[src/rtl/mem_stage_pkg.sv]
// Shared encodings for the memory-access stage: FSM states, mem_size codes, default watchdog.
package mem_stage_pkg;

    typedef enum logic [1:0] {
        StIdle = 2'd0,
        StReq  = 2'd1,
        StDone = 2'd2
    } state_t;

    localparam logic [1:0] SZ_BYTE = 2'b00;
    localparam logic [1:0] SZ_HALF = 2'b01;
    localparam logic [1:0] SZ_WORD = 2'b10;
    localparam logic [1:0] SZ_ILL  = 2'b11;

    localparam int unsigned DEF_TIMEOUT = 16;

endpackage

[src/rtl/mem_lane_align.sv]
// Little-endian lane steering: byte enables and replicated store data on the way out,
// lane select plus sign/zero extension of the read word on the way back.
module mem_lane_align
    import mem_stage_pkg::*;
#(
    parameter int DW = 32
) (
    input  logic [1:0]    addr_lo,
    input  logic [1:0]    size,
    input  logic [DW-1:0] wdata,
    output logic [3:0]    be,
    output logic [DW-1:0] lane_wdata,
    input  logic [1:0]    rd_addr_lo,
    input  logic [1:0]    rd_size,
    input  logic          load_unsigned,
    input  logic [DW-1:0] rdata,
    output logic [DW-1:0] load_data
);

    logic [DW-1:0] shifted;
    logic          sign_b;
    logic          sign_h;

    always_comb begin
        be         = 4'b0000;
        lane_wdata = wdata;
        case (size)
            SZ_BYTE: begin
                be         = 4'b0001 << addr_lo;
                lane_wdata = {4{wdata[7:0]}};
            end
            SZ_HALF: begin
                be         = 4'b0011 << {addr_lo[1], 1'b0};
                lane_wdata = {2{wdata[15:0]}};
            end
            SZ_WORD: be = 4'b1111;
            default: be = 4'b0000;
        endcase
    end

    // Bring the addressed lane down to bit 0 before extending.
    assign shifted = rdata >> {rd_addr_lo, 3'b000};
    assign sign_b  = ~load_unsigned & shifted[7];
    assign sign_h  = ~load_unsigned & shifted[15];

    always_comb begin
        load_data = rdata;
        case (rd_size)
            SZ_BYTE: load_data = {{(DW-8){sign_b}}, shifted[7:0]};
            SZ_HALF: load_data = {{(DW-16){sign_h}}, shifted[15:0]};
            default: load_data = rdata;
        endcase
    end

endmodule

[src/rtl/mem_stage_ctrl.sv]
// Memory-access stage: req/ack data-bus transaction with datapath stall and error pulse.
// Optional bus-ack watchdog enabled by defining MEM_TIMEOUT_EN.
module mem_stage_ctrl
    import mem_stage_pkg::*;
#(
    parameter int AW      = 32,
    parameter int DW      = 32,
    parameter int TIMEOUT = DEF_TIMEOUT
) (
    input  logic          clk,
    input  logic          rst,
    input  logic [AW-1:0] ALU_out,
    input  logic [DW-1:0] Data_out,
    input  logic          mem_read,
    input  logic          mem_write,
    input  logic [1:0]    mem_size,
    input  logic          load_unsigned,
    output logic [DW-1:0] Data_in,
    output logic          stall,
    output logic          mem_err,
    output logic          bus_req,
    output logic          bus_we,
    output logic [AW-1:0] bus_addr,
    output logic [3:0]    bus_be,
    output logic [DW-1:0] bus_wdata,
    input  logic          bus_ack,
    input  logic [DW-1:0] bus_rdata
);

    state_t        state;
    logic          access;
    logic          illegal;
    logic          start;
    logic [3:0]    be;
    logic [DW-1:0] lane_wdata;
    logic [DW-1:0] load_data;
    logic [1:0]    rd_addr_lo;
    logic [1:0]    rd_size;
    logic          rd_unsigned;

    assign access  = mem_read | mem_write;
    assign illegal = (mem_size == SZ_ILL) | (mem_read & mem_write)
                   | ((mem_size == SZ_HALF) & ALU_out[0])
                   | ((mem_size == SZ_WORD) & (ALU_out[1:0] != 2'b00));
    assign start   = (state == StIdle) & access & ~illegal;
    assign stall   = rst & (start | (state == StReq));

    mem_lane_align #(
        .DW(DW)
    ) u_align (
        .addr_lo      (ALU_out[1:0]),
        .size         (mem_size),
        .wdata        (Data_out),
        .be           (be),
        .lane_wdata   (lane_wdata),
        .rd_addr_lo   (rd_addr_lo),
        .rd_size      (rd_size),
        .load_unsigned(rd_unsigned),
        .rdata        (bus_rdata),
        .load_data    (load_data)
    );

`ifdef MEM_TIMEOUT_EN
    localparam int CNT_W = $clog2(TIMEOUT + 1);
    logic [CNT_W-1:0] cnt;
`else
    logic unused_timeout;
    assign unused_timeout = ^TIMEOUT;
`endif

    always_ff @(posedge clk or negedge rst) begin
        if (!rst) begin
            state       <= StIdle;
            Data_in     <= '0;
            mem_err     <= 1'b0;
            bus_req     <= 1'b0;
            bus_we      <= 1'b0;
            bus_addr    <= '0;
            bus_be      <= 4'b0000;
            bus_wdata   <= '0;
            rd_addr_lo  <= 2'b00;
            rd_size     <= SZ_BYTE;
            rd_unsigned <= 1'b0;
`ifdef MEM_TIMEOUT_EN
            cnt         <= '0;
`endif
        end else begin
            mem_err <= 1'b0;
            case (state)
                StIdle: begin
                    if (access && illegal) begin
                        mem_err <= 1'b1;
                    end else if (access) begin
                        bus_req     <= 1'b1;
                        bus_we      <= mem_write;
                        bus_addr    <= {ALU_out[AW-1:2], 2'b00};
                        bus_be      <= be;
                        bus_wdata   <= lane_wdata;
                        rd_addr_lo  <= ALU_out[1:0];
                        rd_size     <= mem_size;
                        rd_unsigned <= load_unsigned;
                        state       <= StReq;
`ifdef MEM_TIMEOUT_EN
                        cnt         <= '0;
`endif
                    end
                end
                StReq: begin
                    if (bus_ack) begin
                        bus_req <= 1'b0;
                        if (!bus_we) begin
                            Data_in <= load_data;
                        end
                        state <= StDone;
                    end
`ifdef MEM_TIMEOUT_EN
                    else if (cnt == CNT_W'(TIMEOUT - 1)) begin
                        bus_req <= 1'b0;
                        mem_err <= 1'b1;
                        state   <= StDone;
                    end else begin
                        cnt <= cnt + 1'b1;
                    end
`endif
                end
                StDone:  state <= StIdle;
                default: state <= StIdle;
            endcase
        end
    end

endmodule

[config.mk]
export PLATFORM = sky130hd
export DESIGN_NAME = mem_stage_ctrl
export DESIGN_NICKNAME = d
export VERILOG_FILES = /design/src/rtl/mem_stage_pkg.sv /design/src/rtl/mem_lane_align.sv /design/src/rtl/mem_stage_ctrl.sv
export SDC_FILE = /design/constraint.sdc
export NUM_CORES = 1
export LEC_CHECK = 0
export CORE_MARGIN = 5
export CORE_UTILIZATION = 40
export DETAILED_ROUTE_END_ITERATION = 16
export GPL_TIMING_DRIVEN = 0
export HOLD_SLACK_MARGIN = 0.03
export PLACE_DENSITY = 0.78
export SLEW_MARGIN = 20
export SYNTH_ARGS = -nofsm -noshare
export SYNTH_HDL_FRONTEND = slang
export SYNTH_SLANG_ARGS = --single-unit
[constraint.sdc]
create_clock -name clk -period 1.9 [get_ports clk]
set_clock_uncertainty 0.15 [all_clocks]
set_input_delay 0.285 -clock clk [delete_from_list [all_inputs] [get_ports clk]]
set_output_delay 0.285 -clock clk [all_outputs]
set_load 0.03 [all_outputs]
==> reports/metrics.yaml <==
clk_latency_ns: 0.35
num-fill-cells: 1049
cts.sinks: 108
slew_headroom_pct: 45.26
place_congestion: 0.9466
met3_usage_pct: 7.705
cpMaxStageDelayCell: "a2111o_1"
path_clk_slew_ns: 0.06
core_um2: 13240
synth_edf_count: 0
place_area_um2: 7690
drive_gt1_share_pct: 20.52
synth-async-reset-ratio_pct: 100.0
holdPathStages: 2
endpoint_kind: "flop"
worst_slack_ns: 0.01015
vias: 4507
r2r_slack_ns: 0.01
synth_most_common_cell: "dfrtp_1"
worst_pin_slew_ns: 0.8181
synth.largest_area_cell: "dfrtp_1"
cts_root_buffer: "clkbuf_16"
syn-cell-area_um2: 5401
wire_per_inst_um: 18.44
min_from: "mem_write"
yosys_warnings: 0
synthDistinctLibCells: 39
grt_pass1_wl_mm: 25.79
ant_nets: 0
yosysSeqAreaShare_pct: 50.03
first_pass_iters: 5
synth_top_area_share_pct: 50.03
worstHoldPathType: "in2reg"
slowest_delay_ns: 0.52
path_max_fanout: 9
rsz0062_at_grt: "yes"
crit_path_start_kind: "flop"
ctsHtreeMaxLevel: 3
die_y_um: 126.2
p_total_mw: 12.17
initial_core_util_pct: 40.79
die_x_um: 126.2
synthTopCellsByArea: "dfrtp_1, mux2_4, mux2i_1"
pre_cts_ws_ns: -0.9933
path_cells: "nand4bb_2, a2111o_1, buf_4, nand3_1"
status: "finished clean"
grt_usage_pct: 20.27
ios: 208
timing.rr.start: "bus_we$_DFFE_PN0P_"
met2_usage_pct: 32.27
cts_tree: "yes"
synth_fa_ha_area_share_pct: 0
period_share_pct: 99.47
wl_mm: 16.10
stdcell_area_um2: 8247
grt-ovfl-total: 0
yosys-top-cells-count: "dfrtp_1, mux2_4, o21ai_0"
hpwlAfterDp_mm: 11.94
grt_pass1_vias: 4909
hold_violations: 0
drtIter0Drc: 448
cts_buffer_depth: 2
synthXorXnorAreaFrac_pct: 0
avgSynthCellArea_um2: 11.64
timing.hold.worst_endpoint: "bus_we$_DFFE_PN0P_"
syn_to_final_growth_pct: 52.68
dieArea_um2: 15930
synth_top_family_by_area: "multiplexers"
diodes: 0
numPortBuffers: 203
setup-violations-final: 0
synth-simple-area-share_pct: 11.77
grt.busiest_layer: "met2"
arrival_ns: 2.02
timing.rr.end: "Data_in[29]$_DFFE_PN0P_"
peakVddDrop_mv: 0.8066
p_leak_nw: 3.713
std_cell_rows: 42
final_nets: 796
worstPathRequired_ns: 2.03
fmaxAchievable_ghz: 0.5291
synth_seq_cells: 108
p_per_area_nw_per_um2: 1475
ys.flop_type: "dfrtp_1"
min_period_ns: 1.890
critical_path_class: "reg2reg"
vias_per_cell: 5.163
maxCapViolations: 0
antenna_found_initial: 0
synth-compound-area-share_pct: 10.40
synthMuxAreaShare_pct: 22.52
netlist_instances: 464
r2r_cells: 4
drv_slew: 0
grt_use_met1_pct: 25.14
numCtsBuffers: 9
grt_max_degree: 79
drc_errors: 0
[timing repair]
item	CTS	global route
hold endpoints to repair	30	0
hold buffers	2	0
buffers inserted	6	6
endpoints found under the setup margin	74	88
gates resized for setup	28	24
cloned	1	0
pin swaps	3	3
[metal layers]
layer  up-vias  share of wire, %
li1       2087                 -
met3        38                11
met1      2133                41
met4         0               2.7
met5         -                 0
met2       249                45
[worst max-delay path: cells and delay by family (launching register included)]
family          cells  cell delay, ns
buf+inv             1            0.18
simple gates        2            0.53
flops               1            0.43
compound gates      1            0.52
[through the flow]
step                hold slack [ns]  setup TNS (ns)  std cells  utilization, %
detailed placement          0.04234          -46.86        845           58.07
floorplan                   -0.1606               0        465               -
CTS                          0.2383         -0.1157        870           61.62
global placement             0.3097         -445.82        844           57.85
global route                 0.2532          -1.558        873           62.27
finish                       0.2507               0        873           62.27
[cell usage in the layout, fill, tap and decap left out, drive strengths merged, types with 3 or more instances in the layout]
master           n
clkinv           3
nand2b           8
clkbuf          24
nand3b           8
o21a             3
a21oi           38
nand2           41
nor2            15
clkdlybuf4s50  183
nor2b            7
inv              4
o21ai           42
mux2i           30
dlygate4sd2      5
mux2            66
buf             37
nand3           32
dlymetal6s2s    13
a21o             7
dfrtp          108
[power by group]
group	switching, mW	internal (mW)
sequential	0.615	3.24
combinational	3.43	2.93
clock	0.860	1.10
total	4.90	7.26
[kinds of logic after synthesis]
family                 after synthesis
and+or+nand+nor                    119
buffers and inverters               40
other                                1
AOI/OAI and AO/OA                  100
muxes                               96
DFF                                108
[how the worst max path moves through the flow]
stage,to,slack (ns),startpoint,cells after the start
global route,bus_addr[31]$_DFFE_PN0P_,-0.05,state[1]$_DFFE_PN0P_,6
detailed placement,stall,-0.99,mem_write,7
global placement,stall,-4.06,rst,3
CTS,stall,-0.04,state[1]$_DFFE_PN0P_,5
finish,Data_in[29]$_DFFE_PN0P_,0.01,bus_we$_DFFE_PN0P_,4
floorplan,stall,0.07,mem_size[0],6
[layout make-up]
cell class / count / area (um^2) / area share, %
clock inverter: 5 / 60.06 / 0.7283
sequential: 108 / 2705 / 32.80
multi-input combinational: 317 / 2472 / 29.98
timing repair buffer: 219 / 2252 / 27.31
tap: 176 / 220.2 / 2.670
buffer: 33 / 269.0 / 3.262
inverter: 4 / 15.01 / 0.1821
clock buffer: 11 / 252.7 / 3.065
[registers in the layout (all words and copies together), names as in the netlist, 2 cells and up]
| name | cells |
|---|---|
| Data_in | 32 |
| state | 2 |
| bus_wdata | 32 |
| rd_size | 2 |
| bus_be | 4 |
| bus_addr | 30 |
| rd_addr_lo | 2 |
Power figures use the tool's default switching activity.
